<file path="src/rtl/eth_state_rx.sv">
// RMII receive deframer for the kart player-state link: preamble/SFD hunt,
// 24-dibit capture, XOR checksum validation and held opponent-state registers.
module eth_state_rx #(
    parameter int PRE_MIN = 4
) (
    input  logic        eth_clk,
    input  logic        eth_rst,
    input  logic [1:0]  eth_rxd,
    input  logic        eth_crsdv,
    output logic [10:0] opp_x,
    output logic [10:0] opp_y,
    output logic [8:0]  opp_dir,
    output logic [2:0]  opp_stat,
    output logic        pkt_valid,
    output logic        pkt_err
);

    localparam int CW = (PRE_MIN < 1) ? 1 : $clog2(PRE_MIN + 1);
    localparam logic [CW-1:0] PRE_SAT = CW'(PRE_MIN);
    localparam logic [4:0] LAST_DIBIT = 5'd23;

    typedef enum logic [2:0] {
        ST_IDLE  = 3'd0,
        ST_PRE   = 3'd1,
        ST_DATA  = 3'd2,
        ST_CHECK = 3'd3,
        ST_DROP  = 3'd4
    } state_t;

    state_t        state_r, state_s;
    logic [CW-1:0] pre_cnt_r, pre_cnt_s;
    logic [4:0]    dib_cnt_r, dib_cnt_s;
    logic [47:0]   shift_r, shift_s;
    logic [10:0]   opp_x_r, opp_x_s;
    logic [10:0]   opp_y_r, opp_y_s;
    logic [8:0]    opp_dir_r, opp_dir_s;
    logic [2:0]    opp_stat_r, opp_stat_s;
    logic          pkt_valid_r, pkt_valid_s;
    logic          pkt_err_r, pkt_err_s;
    logic          cks_ok_s;

    // Checksum is the byte-wise XOR of the five payload bytes.
    function automatic logic [7:0] payload_xor(input logic [39:0] p);
        return p[7:0] ^ p[15:8] ^ p[23:16] ^ p[31:24] ^ p[39:32];
    endfunction

    // Compare received checksum byte against the payload XOR.
    always_comb begin
        cks_ok_s = (shift_r[47:40] == payload_xor(shift_r[39:0]));
    end

    // Next-state, capture and strobe logic.
    always_comb begin
        state_s     = state_r;
        pre_cnt_s   = pre_cnt_r;
        dib_cnt_s   = dib_cnt_r;
        shift_s     = shift_r;
        opp_x_s     = opp_x_r;
        opp_y_s     = opp_y_r;
        opp_dir_s   = opp_dir_r;
        opp_stat_s  = opp_stat_r;
        pkt_valid_s = 1'b0;
        pkt_err_s   = 1'b0;

        case (state_r)
            ST_IDLE: begin
                pre_cnt_s = '0;
                dib_cnt_s = 5'd0;
                if (eth_crsdv && (eth_rxd == 2'b01)) begin
                    state_s   = ST_PRE;
                    pre_cnt_s = CW'(1);
                end else begin
                    state_s = ST_IDLE;
                end
            end

            ST_PRE: begin
                if (!eth_crsdv) begin
                    state_s = ST_IDLE;
                end else if (eth_rxd == 2'b01) begin
                    // Saturate so long preambles never wrap below PRE_MIN.
                    if (pre_cnt_r < PRE_SAT) begin
                        pre_cnt_s = pre_cnt_r + CW'(1);
                    end else begin
                        pre_cnt_s = pre_cnt_r;
                    end
                end else if ((eth_rxd == 2'b11) && (pre_cnt_r >= PRE_SAT)) begin
                    state_s   = ST_DATA;
                    dib_cnt_s = 5'd0;
                end else begin
                    state_s = ST_DROP;
                end
            end

            ST_DATA: begin
                // The final dibit is taken even if carrier drops with it.
                if (dib_cnt_r == LAST_DIBIT) begin
                    shift_s = {eth_rxd, shift_r[47:2]};
                    state_s = ST_CHECK;
                end else if (!eth_crsdv) begin
                    pkt_err_s = 1'b1;
                    state_s   = ST_IDLE;
                end else begin
                    shift_s   = {eth_rxd, shift_r[47:2]};
                    dib_cnt_s = dib_cnt_r + 5'd1;
                end
            end

            ST_CHECK: begin
                if (cks_ok_s) begin
                    opp_x_s     = shift_r[10:0];
                    opp_y_s     = shift_r[21:11];
                    opp_dir_s   = shift_r[30:22];
                    opp_stat_s  = shift_r[33:31];
                    pkt_valid_s = 1'b1;
                end else begin
                    pkt_err_s = 1'b1;
                end
                if (eth_crsdv) begin
                    state_s = ST_DROP;
                end else begin
                    state_s = ST_IDLE;
                end
            end

            ST_DROP: begin
                if (!eth_crsdv) begin
                    state_s = ST_IDLE;
                end else begin
                    state_s = ST_DROP;
                end
            end

            default: begin
                state_s = ST_IDLE;
            end
        endcase
    end

    // State, datapath and output registers with synchronous reset.
    always_ff @(posedge eth_clk) begin
        if (eth_rst) begin
            state_r     <= ST_IDLE;
            pre_cnt_r   <= '0;
            dib_cnt_r   <= 5'd0;
            shift_r     <= 48'd0;
            opp_x_r     <= 11'd0;
            opp_y_r     <= 11'd0;
            opp_dir_r   <= 9'd0;
            opp_stat_r  <= 3'd0;
            pkt_valid_r <= 1'b0;
            pkt_err_r   <= 1'b0;
        end else begin
            state_r     <= state_s;
            pre_cnt_r   <= pre_cnt_s;
            dib_cnt_r   <= dib_cnt_s;
            shift_r     <= shift_s;
            opp_x_r     <= opp_x_s;
            opp_y_r     <= opp_y_s;
            opp_dir_r   <= opp_dir_s;
            opp_stat_r  <= opp_stat_s;
            pkt_valid_r <= pkt_valid_s;
            pkt_err_r   <= pkt_err_s;
        end
    end

    assign opp_x     = opp_x_r;
    assign opp_y     = opp_y_r;
    assign opp_dir   = opp_dir_r;
    assign opp_stat  = opp_stat_r;
    assign pkt_valid = pkt_valid_r;
    assign pkt_err   = pkt_err_r;

endmodule

</file>
<file path="config.mk">
export PLATFORM = sky130hd
export DESIGN_NAME = eth_state_rx
export DESIGN_NICKNAME = d
export VERILOG_FILES = /design/src/rtl/eth_state_rx.sv
export SDC_FILE = /design/constraint.sdc
export NUM_CORES = 1
export LEC_CHECK = 0
export CORE_MARGIN = 4
export CORE_UTILIZATION = 57
export DETAILED_ROUTE_END_ITERATION = 10
export GPL_ROUTABILITY_DRIVEN = 0
export PLACE_DENSITY = 0.84
export SLEW_MARGIN = 5
export SYNTH_ARGS = -nofsm -noshare
export SYNTH_HDL_FRONTEND = slang
export SYNTH_SLANG_ARGS = --single-unit
</file>
<file path="constraint.sdc">
create_clock -name eth_clk -period 2.35 [get_ports eth_clk]
set_input_delay 0.705 -clock eth_clk [delete_from_list [all_inputs] [get_ports eth_clk]]
set_output_delay 0.705 -clock eth_clk [all_outputs]
set_load 0.03 [all_outputs]
</file>
==> flow_summary.rst <==
.. list-table::
   :header-rows: 1

   * - Metric
     - Value
   * - Max stage delay cell, worst path
     - sky130_fd_sc_hd__clkdlybuf4s50_1
   * - Pint
     - roughly 2.5 mW
   * - Net Count, Synth
     - 483
   * - Maximum capacitance violations
     - 0
   * - Clock transition at the registers of the reported paths
     - 90 ps
   * - Overall track demand over capacity in global routing
     - 20.63%
   * - Buffers plus inverters on the worst setup path
     - 1
   * - Routed WL
     - a little under 9000 µm
   * - Skew-Pair Late Insertion Delay
     - between 300 and 400 ps
   * - Switching share of power
     - 20.53%
   * - Transition time at the pin with the least slew margin
     - around 690 ps
   * - Pwr Density
     - 614.6 nW/µm²
   * - Number of nets still failing antenna checks after routing
     - 0
   * - Critical path's largest stage delay
     - a little under 700 ps
   * - Setup repair after global routing missed its margin
     - no
   * - Part of the power in combinational logic
     - about 2.4%
   * - Core Box Area
     - 7292 µm²
   * - Total clock buffers created by CTS
     - 9
   * - Wire length of the first global-routing pass
     - 14610 µm
   * - Port bufs
     - 40
   * - Cell-by-cell trace of the critical path
     - clkdlybuf4s50_1
   * - Xor and xnor fraction of the mapped netlist area
     - under 10%
   * - Count of distinct cell types in the synthesized netlist
     - between 40 and 50
   * - Die area
     - 8991 µm²
   * - Simple-gate share of the synthesized area
     - about a quarter
   * - F_max
     - about 480 MHz
   * - Max Clock Skew
     - approximately 12 ps
   * - Detailed Route Iter0 Violations
     - just over 200
   * - Leakage Power
     - around 1.7 nW
   * - Number of warnings printed during yosys synthesis
     - 0
   * - Number of enable flip-flop cells after synthesis
     - 0
   * - Syn-to-layout area delta
     - 17.50%
   * - Maximum number of pins on one net before global-route repair
     - between 40 and 50
   * - Cell count after synthesis
     - around 480
   * - Hold WS
     - 476.1 ps
   * - Peak supply drop
     - 0.3184 mV
   * - Largest fanout of any net on the critical path
     - 2
   * - Max_slew headroom
     - between 50% and 60%
   * - Relative contribution of the clock network to total power
     - between 40% and 50%
   * - Multiplexer share of the synthesized area
     - about 8%
   * - Via count of the first global-routing pass
     - 3157
   * - Placed Cells
     - about 600
   * - Die span in x
     - between 90 and 100 µm
   * - Top cell family by delay on the critical path
     - buffers and inverters
   * - Detail-routed net length per standard cell
     - about 14 µm
   * - Status
     - finished, final reports clean
   * - Cell at the root of the clock tree
     - sky130_fd_sc_hd__clkbuf_8
   * - Synthesized-area fraction occupied by adder cells
     - less than 1%
   * - Classification of the worst setup path
     - register to output pin
   * - Top flip-flop cell by instance count after synthesis
     - sky130_fd_sc_hd__dfxtp_1
   * - DIE HEIGHT
     - about 95 µm
   * - Proportion of synthesized flip-flops having asynchronous set or reset
     - 0%
   * - Complex-gate fraction of the synthesized area
     - about a tenth
   * - Net Switching
     - 0.6370 mW
   * - Number of synthesized register bits
     - between 90 and 100
   * - Total setup buffers inserted after CTS
     - 0
   * - Dominant combinational cell family by area after synthesis
     - simple AND/OR/NAND/NOR gates
   * - Setup violation total in the final timing report
     - 0
   * - Buffer depth of the longest clock path
     - 2
   * - Post-route fraction of the period consumed by the critical path
     - 89.06%
   * - Final Hold Viols
     - 0
   * - Resized cells post-CTS
     - 0
   * - Number of nets in the finished design
     - between 500 and 600
   * - Most frequent standard cell in the layout excluding fill and tap cells
     - sky130_fd_sc_hd__nand2_1
   * - DRT Pass-1 Iters
     - 5
   * - Critical Path End Type
     - output pin
   * - Post-route minimum period
     - 2093 ps
   * - Total Power Consumption
     - around 3.1 mW
   * - Worst Hold Class
     - register to register
   * - Number of pins with negative max-slew slack in the final report
     - 0
   * - Layout cell share with drive strength beyond 1
     - under 10%
   * - Initial standard-cell utilization of the core
     - roughly three fifths
   * - Leading cell types in the layout, fill and taps excluded
     - sky130_fd_sc_hd__nand2_1, sky130_fd_sc_hd__dfxtp_1, sky130_fd_sc_hd__nand2b_1, sky130_fd_sc_hd__a21oi_1, sky130_fd_sc_hd__clkdlybuf4s50_1
   * - Power share of the sequential group
     - 52.0%
   * - Portion of the post-synthesis area used by sequential elements
     - between 40% and 50%
   * - Element type at the critical path start
     - register
   * - Slack of the worst reg-to-reg path
     - between 300 and 400 ps
   * - Number of vias after detailed routing
     - ~3.3k
   * - Placed wire-length estimate
     - approximately 6000 µm
   * - Number of antenna repair diodes
     - 0
   * - I/O pin count
     - 41
   * - Mean area per synthesized cell
     - ~9 µm²
   * - Data required, critical path
     - around 1600 ps
   * - H-tree Lvls
     - 3
   * - Non-filler cells, final
     - roughly 610
   * - Mapped cell area
     - 4297 µm²
   * - Number of hold buffers added after cts
     - 0
   * - Final core utilization
     - approximately 70%
   * - Signal arrival time at the worst endpoint
     - about 1400 ps
   * - Global route total overflow
     - 0
   * - Routed via count divided by cell count
     - between 5 and 6
   * - Site Rows
     - 31
   * - Clock tree from TritonCTS
     - built
   * - Initial antenna violation count
     - 0
   * - TritonCTS Sinks
     - between 90 and 100
   * - Residual DRC count
     - 0
[metrics by stage]
step / setup TNS (ps) / area [µm²] / setup WS [ps]
2_1_floorplan: 0 / 4297 / 494.4
3_3_place_gp: 0 / 4782 / 0.2618
3_5_place_dp: -182.6 / 4782 / -100.2
4_1_cts: 0 / 5049 / 233.2
5_1_grt: 0 / 5049 / 169.8
6_report: 0 / 5049 / 257.2
[per-layer routing]
| layer | track usage [%] | share of wire [%] |
|---|---|---|
| met2 | 34.53 | 50 |
| met3 | 3.904 | 5.0 |
| met4 | 8.053 | 2.3 |
| met1 | 26.26 | 42 |
| met5 | 0 | 0 |
[sequential cells by signal, indices dropped and copies added (netlist names)]
| signal | cells |
|---|---|
| dib_cnt_r | 5 |
| opp_dir | 9 |
| opp_stat | 3 |
| opp_x | 11 |
| opp_y | 11 |
| pkt_err | 1 |
| pkt_valid | 1 |
| pre_cnt_r | 3 |
| shift_r | 48 |
| state_r | 3 |
[worst paths after layout]
check | startpoint | end | cells after the start
worst min-delay path | opp_dir[6] | opp_dir[6] | 2
worst min register to register | opp_dir[6] | opp_dir[6] | 2
worst max-delay path | opp_dir[1] | opp_dir[1] | 1
worst max register to register | state_r[1] | shift_r[31] | 5
[synth_stat cells (all sizes together), types with 2 or more instances]
master | number | area share (%)
mux2i | 34 | 7.9
o31ai | 4 | 0.70
ha | 2 | 0.58
dfxtp | 95 | 44
buf | 12 | 2.8
nand3b | 2 | 0.35
or4 | 3 | 0.52
nand3 | 2 | 0.23
nand2 | 104 | 9.1
nand4 | 3 | 0.73
inv | 2 | 0.17
nand2b | 62 | 9.0
nor3 | 4 | 0.58
nor2b | 2 | 0.29
xnor3 | 8 | 4.2
xnor2 | 16 | 3.3
a21oi | 59 | 6.9
or3 | 2 | 0.29
nor3b | 2 | 0.35
clkbuf | 20 | 1.7
nor2 | 5 | 0.44
xor2 | 8 | 1.6
or2b | 6 | 1.0
o21ai | 8 | 0.93
[worst reg2reg max path, stage by stage (launching register included)]
cell and delay, ps:
sky130_fd_sc_hd__dfxtp_1 530, sky130_fd_sc_hd__nor3b_1 630, sky130_fd_sc_hd__and2b_1 260, sky130_fd_sc_hd__buf_12 230
sky130_fd_sc_hd__nand2_1 130, sky130_fd_sc_hd__a21oi_1 160
[logic make-up after synthesis]
family          Yosys count
simple gates            202
flops                    95
compound gates           77
buf+inv                  34
mux                      34
xor+xnor                 32
fa+ha+maj                 2
[power by group through the flow]
stage	Sequential [mW]	Combinational, mW	Clock (mW)
floorplan	1.65	0.0497	0
global placement	1.65	0.0731	0
detailed placement	1.65	0.0749	0
CTS	1.61	0.0748	1.43
global route	1.61	0.0823	1.50
finish	1.61	0.0750	1.42
[final cells by class]
class	instances	area [µm²]
repair buffers	55	545.5
well taps	99	123.9
clock buffers	9	123.9
clock inverters	7	142.6
inverters	2	7.507
multi-input cells	347	2203
fillers	560	2243
flip-flops and latches	95	1902
Power figures use the tool's default switching activity.
